**src/rtl/rc4_crack_controller.sv**
```systemverilog
// rc4_crack_controller: sits directly downstream of the key generator.
// For each candidate key it launches one RC4 decrypt and checks the plaintext
// bytes as they stream back. A key is dropped at its first illegal byte. On a
// drop the controller pulses the generator's increment input. It latches the
// winning key, or flags failure once the last key in the keyspace is rejected.
//
// Optional feature: define CRACK_KEY_COUNT_EN to add the keys_tested output.
// keys_tested is a saturating count of launched keys.
//
// State     | meaning
// ----------+---------------------------------------------------------------
// IDLE      | waiting for start
// LAUNCH    | register current_key into dec_key, pulse dec_start
// CHECK     | judge each streamed plaintext byte
// ADVANCE   | pulse increment; the generator steps on the same edge
// FOUND     | terminal until reset; found_key holds the winner
// NOT_FOUND | terminal until reset; last key rejected, search_fail high
//
// dec_key is loaded on the edge that ends LAUNCH. The core therefore sees
// dec_start one cycle before dec_key holds the new key, and must pick up
// the key on the cycle after dec_start.
module rc4_crack_controller #(
    parameter int          MSG_LEN     = 32,
    parameter logic [7:0]  CHAR_LO     = 8'h61,
    parameter logic [7:0]  CHAR_HI     = 8'h7A,
    parameter int          ALLOW_SPACE = 1
) (
    input  logic        clk,
    input  logic        nreset,
    input  logic        start,
    input  logic [23:0] current_key,
    input  logic        keyspace_exhausted,
    output logic        increment,
    output logic        dec_start,
    output logic [23:0] dec_key,
    output logic        dec_abort,
    input  logic        pt_valid,
    input  logic [7:0]  pt_byte,
    output logic        busy,
    output logic        key_found,
    output logic [23:0] found_key,
`ifdef CRACK_KEY_COUNT_EN
    output logic [23:0] keys_tested,
`endif
    output logic        search_fail
);

    localparam int               CNT_W    = $clog2(MSG_LEN + 1);
    localparam logic [CNT_W-1:0] LAST_IDX = CNT_W'(MSG_LEN - 1);

    typedef enum logic [2:0] {
        IDLE      = 3'd0,
        LAUNCH    = 3'd1,
        CHECK     = 3'd2,
        ADVANCE   = 3'd3,
        FOUND     = 3'd4,
        NOT_FOUND = 3'd5
    } state_t;

    state_t           state;
    state_t           state_nxt;
    logic [CNT_W-1:0] byte_cnt;
    logic             byte_legal;

    // Judge the byte on the wire this cycle; nothing is buffered.
    always_comb begin
        byte_legal = ((pt_byte >= CHAR_LO) && (pt_byte <= CHAR_HI)) ||
                     ((ALLOW_SPACE != 0) && (pt_byte == 8'h20));
    end

    // State register.
    always_ff @(posedge clk) begin
        if (!nreset) begin
            state <= IDLE;
        end else begin
            state <= state_nxt;
        end
    end

    // Next-state decode and the pulse/status outputs.
    // dec_abort is Mealy on the illegal byte, so the core is killed that same cycle.
    always_comb begin
        state_nxt   = state;
        dec_start   = 1'b0;
        increment   = 1'b0;
        dec_abort   = 1'b0;
        busy        = 1'b0;
        search_fail = 1'b0;
        case (state)
            IDLE: begin
                if (start) begin
                    state_nxt = LAUNCH;
                end
            end
            LAUNCH: begin
                busy      = 1'b1;
                dec_start = 1'b1;
                state_nxt = CHECK;
            end
            CHECK: begin
                busy = 1'b1;
                if (pt_valid) begin
                    if (!byte_legal) begin
                        dec_abort = 1'b1;
                        state_nxt = keyspace_exhausted ? NOT_FOUND : ADVANCE;
                    end else if (byte_cnt == LAST_IDX) begin
                        state_nxt = FOUND;
                    end
                end
            end
            ADVANCE: begin
                busy      = 1'b1;
                increment = 1'b1;
                state_nxt = LAUNCH;
            end
            FOUND: begin
                state_nxt = FOUND;
            end
            NOT_FOUND: begin
                search_fail = 1'b1;
            end
            default: begin
                state_nxt = IDLE;
            end
        endcase
    end

    // Key capture, byte counting and the sticky winning-key latch.
    always_ff @(posedge clk) begin
        if (!nreset) begin
            dec_key   <= 24'h0;
            byte_cnt  <= '0;
            found_key <= 24'h0;
            key_found <= 1'b0;
        end else begin
            if (state == LAUNCH) begin
                dec_key  <= current_key;
                byte_cnt <= '0;
            end
            if (state == CHECK && pt_valid && byte_legal) begin
                if (byte_cnt == LAST_IDX) begin
                    found_key <= dec_key;
                    key_found <= 1'b1;
                end else begin
                    byte_cnt <= byte_cnt + CNT_W'(1);
                end
            end
        end
    end

`ifdef CRACK_KEY_COUNT_EN
    // Count launched keys. Saturate at all-ones so the counter never wraps.
    always_ff @(posedge clk) begin
        if (!nreset) begin
            keys_tested <= 24'h0;
        end else if (state == LAUNCH && keys_tested != 24'hFFFFFF) begin
            keys_tested <= keys_tested + 24'h1;
        end
    end
`endif

endmodule

```
**config.mk**
```make
export PLATFORM = sky130hd
export DESIGN_NAME = rc4_crack_controller
export DESIGN_NICKNAME = d
export VERILOG_FILES = /design/src/rtl/rc4_crack_controller.sv
export SDC_FILE = /design/constraint.sdc
export NUM_CORES = 1
export LEC_CHECK = 0
export BUFFER_PORTS_ARGS = -buffer_cell sky130_fd_sc_hd__buf_2
export CORE_MARGIN = 3
export CORE_UTILIZATION = 46
export DETAILED_ROUTE_END_ITERATION = 8
export GPL_TIMING_DRIVEN = 1
export PLACE_DENSITY_LB_ADDON = 0.08
export SLEW_MARGIN = 20
export SYNTH_ARGS = -nofsm -noshare
export SYNTH_HDL_FRONTEND = slang
export SYNTH_SLANG_ARGS = --single-unit
```
**constraint.sdc**
```tcl
create_clock -name clk -period 5.2 [get_ports clk]
set_input_delay 1.04 -clock clk [delete_from_list [all_inputs] [get_ports clk]]
set_output_delay 1.04 -clock clk [all_outputs]
set_load 0.005 [all_outputs]
```
==> impl_summary.log, run 1 <==
[metrics] result of the run: completed
[metrics] Primary FF master, synth: sky130_fd_sc_hd__dfxtp_1
[metrics] number of gates resized after cts: 0
[metrics] peak per-stage delay on the critical path: 0.59 ns
[metrics] count of max-cap constraint violations: 0
[metrics] HPWL reported at the end of detailed placement: 3730 um
[metrics] Die Outline Area: 0.00612 mm2
[metrics] residual antenna-violating net count after detailed routing: 0
[metrics] share of synthesized area occupied by flip-flops and latches: 0.484
[metrics] worst-path cell with the longest stage delay: sky130_fd_sc_hd__nor4b_2
[metrics] initial standard-cell utilization of the core: 0.492
[metrics] number of nets in the synthesized netlist: 338
[metrics] most frequent standard cell in the layout excluding fill and tap cells: sky130_fd_sc_hd__buf_2
[metrics] cell taking the most area after synthesis: sky130_fd_sc_hd__dfxtp_1
[metrics] clock tree buffer depth: 2
[metrics] arrival time at the worst endpoint: 2.43 ns
[metrics] DRC viols: 0
[metrics] worst hold path cell count: 2
[metrics] maximum level of the CTS H-tree: 3
[metrics] Chip Height: 78.2 um
[metrics] vias in the first global route: 2,118
[metrics] CTS Hold Buffers Added: 0
[metrics] Setup Buffers After CTS: 0
[metrics] RSZ-0062 raised after global routing: false
[metrics] area share of fa/ha/maj cells after synthesis: 0.00521
[metrics] gate count after technology mapping: 300
[metrics] number of warning messages in the yosys log: 0
[metrics] Worst Slack Setup Final: 1.73 ns
[metrics] Worst Reg2Reg Path Length in Cells: 7
[metrics] antenna violations before repair: 0
[metrics] largest vdd supply drop: 218 uV
[metrics] shortest clock period the worst path allows after layout: 3.47 ns
[metrics] Pleak: 1.30 nW
[metrics] clock slew at the register clock pins of the worst setup and hold paths: 0.06 ns
[metrics] Inserted Clock Buffers: 9
[metrics] number of max-slew violations in the final report: 0
[metrics] floorplan row count: 25
[metrics] most area-consuming cells after synthesis: sky130_fd_sc_hd__dfxtp_1 48%, sky130_fd_sc_hd__nand2_1 13%, sky130_fd_sc_hd__a21oi_1 6.5%, sky130_fd_sc_hd__nand3_1 5.8%, sky130_fd_sc_hd__o21ai_0 5.2%
[metrics] global-route wire length before repair: 9440 um
[metrics] required time reported for the critical path endpoint: 4.16 ns
[metrics] number of flops mapped to enable cells by yosys: 0
[metrics] wire per inst: 12.5 um
[metrics] TritonCTS Sinks: 58
[metrics] fill cell total of the finished layout: 465
[metrics] number of top-level pins: 91
[metrics] Slew @ Worst Pin: 1.01 ns
[metrics] highest net fanout along the worst path: 8
[metrics] mux share of post-synthesis cell area: 0.00834
[metrics] share of the synthesized area in the top cell type: 0.484
[metrics] weighted congestion at the end of routability-driven global placement: 0.790
[metrics] Fin Setup TNS: 0 ns
[metrics] first-pass iteration count of the detailed router: 4
[metrics] share of the synthesized netlist area taken by xor and xnor gates: 0.0109
[metrics] critical path startpoint category: primary input
[metrics] Worst Setup Slack post-DPL: 1.73 ns
[metrics] most used cells in the layout excluding fill and tap cells: 90 x sky130_fd_sc_hd__buf_2, 80 x sky130_fd_sc_hd__nand2_1, 58 x sky130_fd_sc_hd__dfxtp_1, 31 x sky130_fd_sc_hd__a21oi_1, 28 x sky130_fd_sc_hd__nand3_1
[metrics] CP endpoint kind: output pin
[metrics] CTS tree: built
[metrics] share of cells above drive strength 1: 0.298
[metrics] pin count of the biggest net entering global routing: 60
[metrics] number of nets in the layout: 416
[metrics] areal power density over the cells: 351 mW/mm2
[metrics] DRC violation total after the first TritonRoute iteration: 96
[metrics] via/cell ratio: 5.09
[metrics] die width: 78.2 um
[metrics] area of the core region: 0.00488 mm2
[metrics] cell chain of the critical path: buf_2 -> nor3_1 -> mux2i_1 -> nor4b_2 -> nor2_1 -> buf_2
[metrics] Final Non-Filler Cells: 449
[metrics] category of the most critical setup path: in2out
[metrics] Highest Clock Rate: 0.288 GHz
[metrics] Finish-stage setup viols: 0
[metrics] synthesized area divided by synthesized cell count: 8.00 um2
[metrics] Largest delay share family, worst path: simple AND/OR/NAND/NOR gates
[metrics] share of synthesized cell area in and, or, nand and nor gates: 0.278
[metrics] clock tree skew after final layout: 0.00564 ns
[metrics] dominant cell type by count on the critical path: sky130_fd_sc_hd__buf_2
[metrics] main combinational cell family by area after synthesis: simple AND/OR/NAND/NOR gates
[metrics] area delta synth->final: 25.5%
[metrics] Clock Tree Root: sky130_fd_sc_hd__clkbuf_8
[metrics] area fraction in compound gates after synthesis: 0.163
[metrics] later-pin clock latency in the skew report: 0.33 ns
[metrics] GRT Resource Usage Total: 0.193
[metrics] synthesized area: 0.00240 mm2
[metrics] number of logic stages on the critical path including buffering: 6
[metrics] Yosys cell types: 41
[metrics] number of buffers and inverters on the critical path: 2
[metrics] type of the worst min-delay path: reg2reg
[metrics] placed cells: 434
[metrics] FFs w/ async S/R, synth: 0
[metrics] overflow left after global routing: 0
[metrics] flip-flop and latch count after synthesis: 58
[metrics] antenna cells: 0
[metrics] portion of the clock cycle consumed by the worst path in the final layout: 0.667
[metrics] number of port buffers: 90
[metrics] drt total wl: 5600 um
[metrics] Max transition margin: 0.330
[metrics] via count: 2,286
[metrics] Hold Fails Final Rpt: 0
[per-layer routing]
| metal | GRT usage | part of all wire |
|---|---|---|
| met1 | 0.235 | 0.46 |
| met2 | 0.314 | 0.46 |
| met3 | 0.0631 | 0.063 |
| met4 | 0.0787 | 0.013 |
| met5 | 0 | 0 |
[tightest hold or removal path: stages, from the launching register on]
cell	delay [ns]
sky130_fd_sc_hd__dfxtp_1	0.31
sky130_fd_sc_hd__nand2_1	0.05
sky130_fd_sc_hd__o21ai_0	0.05
[final timing paths]
kind	start	endpoint	slack, ns
worst max register to register	byte_cnt[0]	found_key[2]	2.90
worst min-delay path	found_key[9]	found_key[9]	0.45
worst max-delay path	pt_byte[3]	dec_abort	1.73
worst min register to register	found_key[9]	found_key[9]	0.45
[metrics by stage]
stage	util	total power [mW]	instance area [um2]	hold slack (ns)
after floorplan	-	0.642	2400	0.452
final	0.617	1.06	3010	0.453
after global routing	0.617	1.12	3010	0.467
after detailed placement	0.582	0.714	2840	0.447
after global placement	0.582	0.711	2840	0.441
after CTS	0.617	1.07	3010	0.456
[cells by family (layout without fill, tap and decap cells)]
logic type | Yosys count | after routing
muxes | 2 | 2
and+or+nand+nor | 139 | 139
xor gates and xnor gates | 3 | 3
DFF | 58 | 58
adders and majority gates | 1 | 1
AOI/OAI and AO/OA | 70 | 70
buffers and inverters | 27 | 109
[layout make-up]
cell class	instances	area (um2)	area share
clock buffers	13	159	0.0527
flip-flops and latches	58	1160	0.385
clock inverters	2	12.5	0.00415
repair buffers	91	458	0.152
inverters	3	11.3	0.00374
well taps	67	83.8	0.0278
multi-input cells	215	1130	0.374
[registers in the layout, indices dropped and copies added, names as in the netlist]
| register | flops |
|---|---|
| found_key | 24 |
| dec_key | 24 |
| state | 3 |
| byte_cnt | 6 |
| key_found | 1 |
[synth_stat cells, types with 2 or more instances]
library cell               number
sky130_fd_sc_hd__nand2_1       80
sky130_fd_sc_hd__dfxtp_1       58
sky130_fd_sc_hd__a21oi_1       31
sky130_fd_sc_hd__nand3_1       28
sky130_fd_sc_hd__o21ai_0       25
sky130_fd_sc_hd__clkbuf_1      17
sky130_fd_sc_hd__nor2_1         8
sky130_fd_sc_hd__nor3_1         7
sky130_fd_sc_hd__buf_2          4
sky130_fd_sc_hd__o21a_1         3
sky130_fd_sc_hd__a31oi_1        2
sky130_fd_sc_hd__buf_6          2
sky130_fd_sc_hd__inv_2          2
sky130_fd_sc_hd__mux2i_1        2
sky130_fd_sc_hd__o211ai_1       2
sky130_fd_sc_hd__or3_1          2
sky130_fd_sc_hd__or3b_1         2
sky130_fd_sc_hd__xnor2_1        2
[report_power, final]
| group | internal (mW) | switching, mW |
|---|---|---|
| registers | 0.480 | 0.0353 |
| logic | 0.0775 | 0.109 |
| clock network | 0.196 | 0.160 |
Note: power is estimated with default switching activity, not from simulation.
==> inputs of run 2 (changes only) <==
clock period = 3.65 ns   (was 5.2 ns; I/O delays follow)
==> impl_summary.log, run 2 (synthesis gave the netlist of run 1 again) <==
[metrics] Finish-stage setup viols: 0 (unchanged)
[metrics] number of gates resized after cts: 0 (unchanged)
[metrics] TritonCTS Sinks: 58 (unchanged)
[metrics] most used cells in the layout excluding fill and tap cells: 90 x sky130_fd_sc_hd__buf_2, 80 x sky130_fd_sc_hd__nand2_1, 58 x sky130_fd_sc_hd__dfxtp_1, 31 x sky130_fd_sc_hd__a21oi_1, 28 x sky130_fd_sc_hd__nand3_1
[metrics] CTS tree: built
[metrics] Global Route met3 Usage: 0.0608 (-0.00229)
[metrics] Die Outline Area: 0.00612 mm2 (unchanged)
[metrics] largest vdd supply drop: 362 uV (+66%)
[metrics] floorplan row count: 25 (unchanged)
[metrics] r2r endpoint: found_key[13]
[metrics] clock tree skew after final layout: 0.00764 ns (+0.00199 ns)
[metrics] pin count of the biggest net entering global routing: 59 (-1.7%)
[metrics] type of the worst min-delay path: reg2reg
[metrics] critical path startpoint category: register
[metrics] switching power total: 450 uW (+48%)
[metrics] hold path endpoint: found_key[2]
[metrics] area delta synth->final: 27.7%
[metrics] number of max-slew violations in the final report: 0 (unchanged)
[metrics] relative contribution of the clock network to total power: 0.389 (+0.052)
[metrics] category of the most critical setup path: reg2out
[metrics] Most Crowded Layer GR: met2
[metrics] weighted congestion at the end of routability-driven global placement: 0.791 (+0.11%)
[metrics] number of port buffers: 90 (unchanged)
[metrics] worst hold path cell count: 2 (unchanged)
[metrics] antenna violations before repair: 0 (unchanged)
[metrics] number of nets in the layout: 417 (+0.24%)
[metrics] fin util: 0.628 (+0.0108)
[metrics] arrival time at the worst endpoint: 2.24 ns (-0.19 ns)
[metrics] wire per inst: 13.1 um (+5.2%)
[metrics] register share of total power: 0.446 (-0.041)
[metrics] DRC violation total after the first TritonRoute iteration: 119 (+24%)
[metrics] most frequent standard cell in the layout excluding fill and tap cells: sky130_fd_sc_hd__buf_2
[metrics] clock tree buffer depth: 2 (unchanged)
[metrics] result of the run: completed
[metrics] hold slack final: 0.452 ns (-0.000275 ns)
[metrics] die width: 78.2 um (unchanged)
[metrics] initial standard-cell utilization of the core: 0.492 (unchanged)
[metrics] later-pin clock latency in the skew report: 0.32 ns (about the same)
[metrics] highest net fanout along the worst path: 32 (+24)
[metrics] shortest clock period the worst path allows after layout: 2.97 ns
[metrics] Chip Height: 78.2 um (unchanged)
[metrics] via count: 2,329 (+1.9%)
[metrics] internal power contribution: 1.19 mW (+58%)
[metrics] Hold Fails Final Rpt: 0 (unchanged)
[metrics] number of top-level pins: 91 (unchanged)
[metrics] global routing met1 resource utilization: 0.255 (+0.0204)
[metrics] switching power share of the total: 0.274 (-0.0143)
[metrics] Slew @ Worst Pin: 0.793 ns (-0.212 ns)
[metrics] clock slew at the register clock pins of the worst setup and hold paths: 0.07 ns (about the same)
[metrics] Reg2Reg Setup Slack: 1.34 ns (-1.56 ns)
[metrics] GRT Resource Usage Total: 0.205 (+0.0115)
[metrics] antenna cells: 0 (unchanged)
[metrics] RSZ-0062 raised after global routing: false
[metrics] required time reported for the critical path endpoint: 2.92 ns (-1.24 ns)
[metrics] share of cells above drive strength 1: 0.305 (+0.00705)
[metrics] vias in the first global route: 2,115 (-0.14%)
[metrics] Fin Setup TNS: 0 ns (unchanged)
[metrics] share of total power in combinational logic: 0.165 (-0.012)
[metrics] overflow left after global routing: 0 (unchanged)
[metrics] residual antenna-violating net count after detailed routing: 0 (unchanged)
[metrics] maximum level of the CTS H-tree: 3 (unchanged)
[metrics] CP endpoint kind: output pin
[metrics] via/cell ratio: 5.18 (+1.7%)
[metrics] Highest Clock Rate: 0.336 GHz
[metrics] Clock Tree Root: sky130_fd_sc_hd__clkbuf_8
[metrics] area of the core region: 0.00488 mm2 (unchanged)
[metrics] CTS Hold Buffers Added: 0 (unchanged)
[metrics] HPWL reported at the end of detailed placement: 3860 um (+3.4%)
[metrics] first-pass iteration count of the detailed router: 4 (unchanged)
[metrics] Pleak: 1.33 nW (+2.4%)
[metrics] count of max-cap constraint violations: 0 (unchanged)
[metrics] portion of the clock cycle consumed by the worst path in the final layout: 0.814
[metrics] met2 GRT Util: 0.329 (+0.0146)
[metrics] DRC viols: 0 (unchanged)
[metrics] global-route wire length before repair: 9960 um (+5.6%)
[metrics] areal power density over the cells: 536 mW/mm2 (+53%)
[metrics] Max transition margin: 0.467 (+0.138)
[metrics] Regs by FF count: dec_key: 24 flops, found_key: 24 flops, byte_cnt: 6 flops
[metrics] Worst Reg2Reg Path Length in Cells: 6 (-1)
[metrics] Setup Buffers After CTS: 0 (unchanged)
[metrics] r2r startpoint: byte_cnt[0]
[metrics] drt total wl: 5900 um (+5.5%)
[metrics] Inserted Clock Buffers: 9 (unchanged)
[metrics] hold path start: found_key[2]
==> run 2: changes by cell type in the layout (fill, tap and decap cells not counted) <==
cell	previous run	this run
sky130_fd_sc_hd__clkbuf_8	11	10
sky130_fd_sc_hd__bufinv_16	0	2
sky130_fd_sc_hd__buf_4	1	2
sky130_fd_sc_hd__clkinv_2	1	2
sky130_fd_sc_hd__clkbuf_1	2	0
sky130_fd_sc_hd__clkinvlp_4	1	0
sky130_fd_sc_hd__clkinv_4	0	1
==> run 2: area by class of cell <==
type | count | area [um2]
multi-input combinational | 215 | 1130
clock buffer | 10 | 138
sequential | 58 | 1160
clock inverter | 5 | 78.8
inverter | 3 | 11.3
tap | 67 | 83.8
fill | 455 | 1810
timing repair buffer | 92 | 465
==> run 2: worst max-delay path, stage by stage, from the launching register on <==
cell and delay, ns:
sky130_fd_sc_hd__dfxtp_1 0.44, sky130_fd_sc_hd__or3b_2 0.83, sky130_fd_sc_hd__inv_2 0.45, sky130_fd_sc_hd__buf_2 0.19
==> run 2: layer usage <==
layer | wire [um] | vias to the layer above
met3 | 387 | 6
li1 | - | 1181
met4 | 59 | 0
met2 | 2850 | 69
met1 | 2610 | 1073
met5 | 0 | -
==> run 2: metrics by stage <==
step,cell area [um2],setup WS [ns],std cells,power [mW]
after floorplan,2400,1.23,300,0.915
final,3070,0.677,450,1.64
after CTS,3070,0.652,450,1.66
after detailed placement,2850,0.787,435,1.02
after global routing,3070,0.512,450,1.74
after global placement,2850,0.846,435,1.01
==> run 2: worst max path at each step <==
| stage | from | endpoint | slack, ns | cells after the start |
|---|---|---|---|---|
| 2_1_floorplan | pt_byte[3] | dec_abort | 1.23 | 4 |
| 5_1_grt | state[1] | dec_start | 0.51 | 3 |
| 6_report | state[1] | dec_start | 0.68 | 3 |
| 3_3_place_gp | pt_byte[3] | dec_abort | 0.85 | 6 |
| 4_1_cts | state[1] | dec_start | 0.65 | 3 |
| 3_5_place_dp | pt_byte[6] | dec_abort | 0.79 | 6 |
==> run 2: power groups by stage <==
stage | Sequential (mW) | Clock (mW) | Combinational, mW
CTS | 0.732 | 0.652 | 0.275
global route | 0.742 | 0.688 | 0.307
floorplan | 0.731 | 0 | 0.184
detailed placement | 0.745 | 0 | 0.274
finish | 0.732 | 0.638 | 0.271
global placement | 0.744 | 0 | 0.269
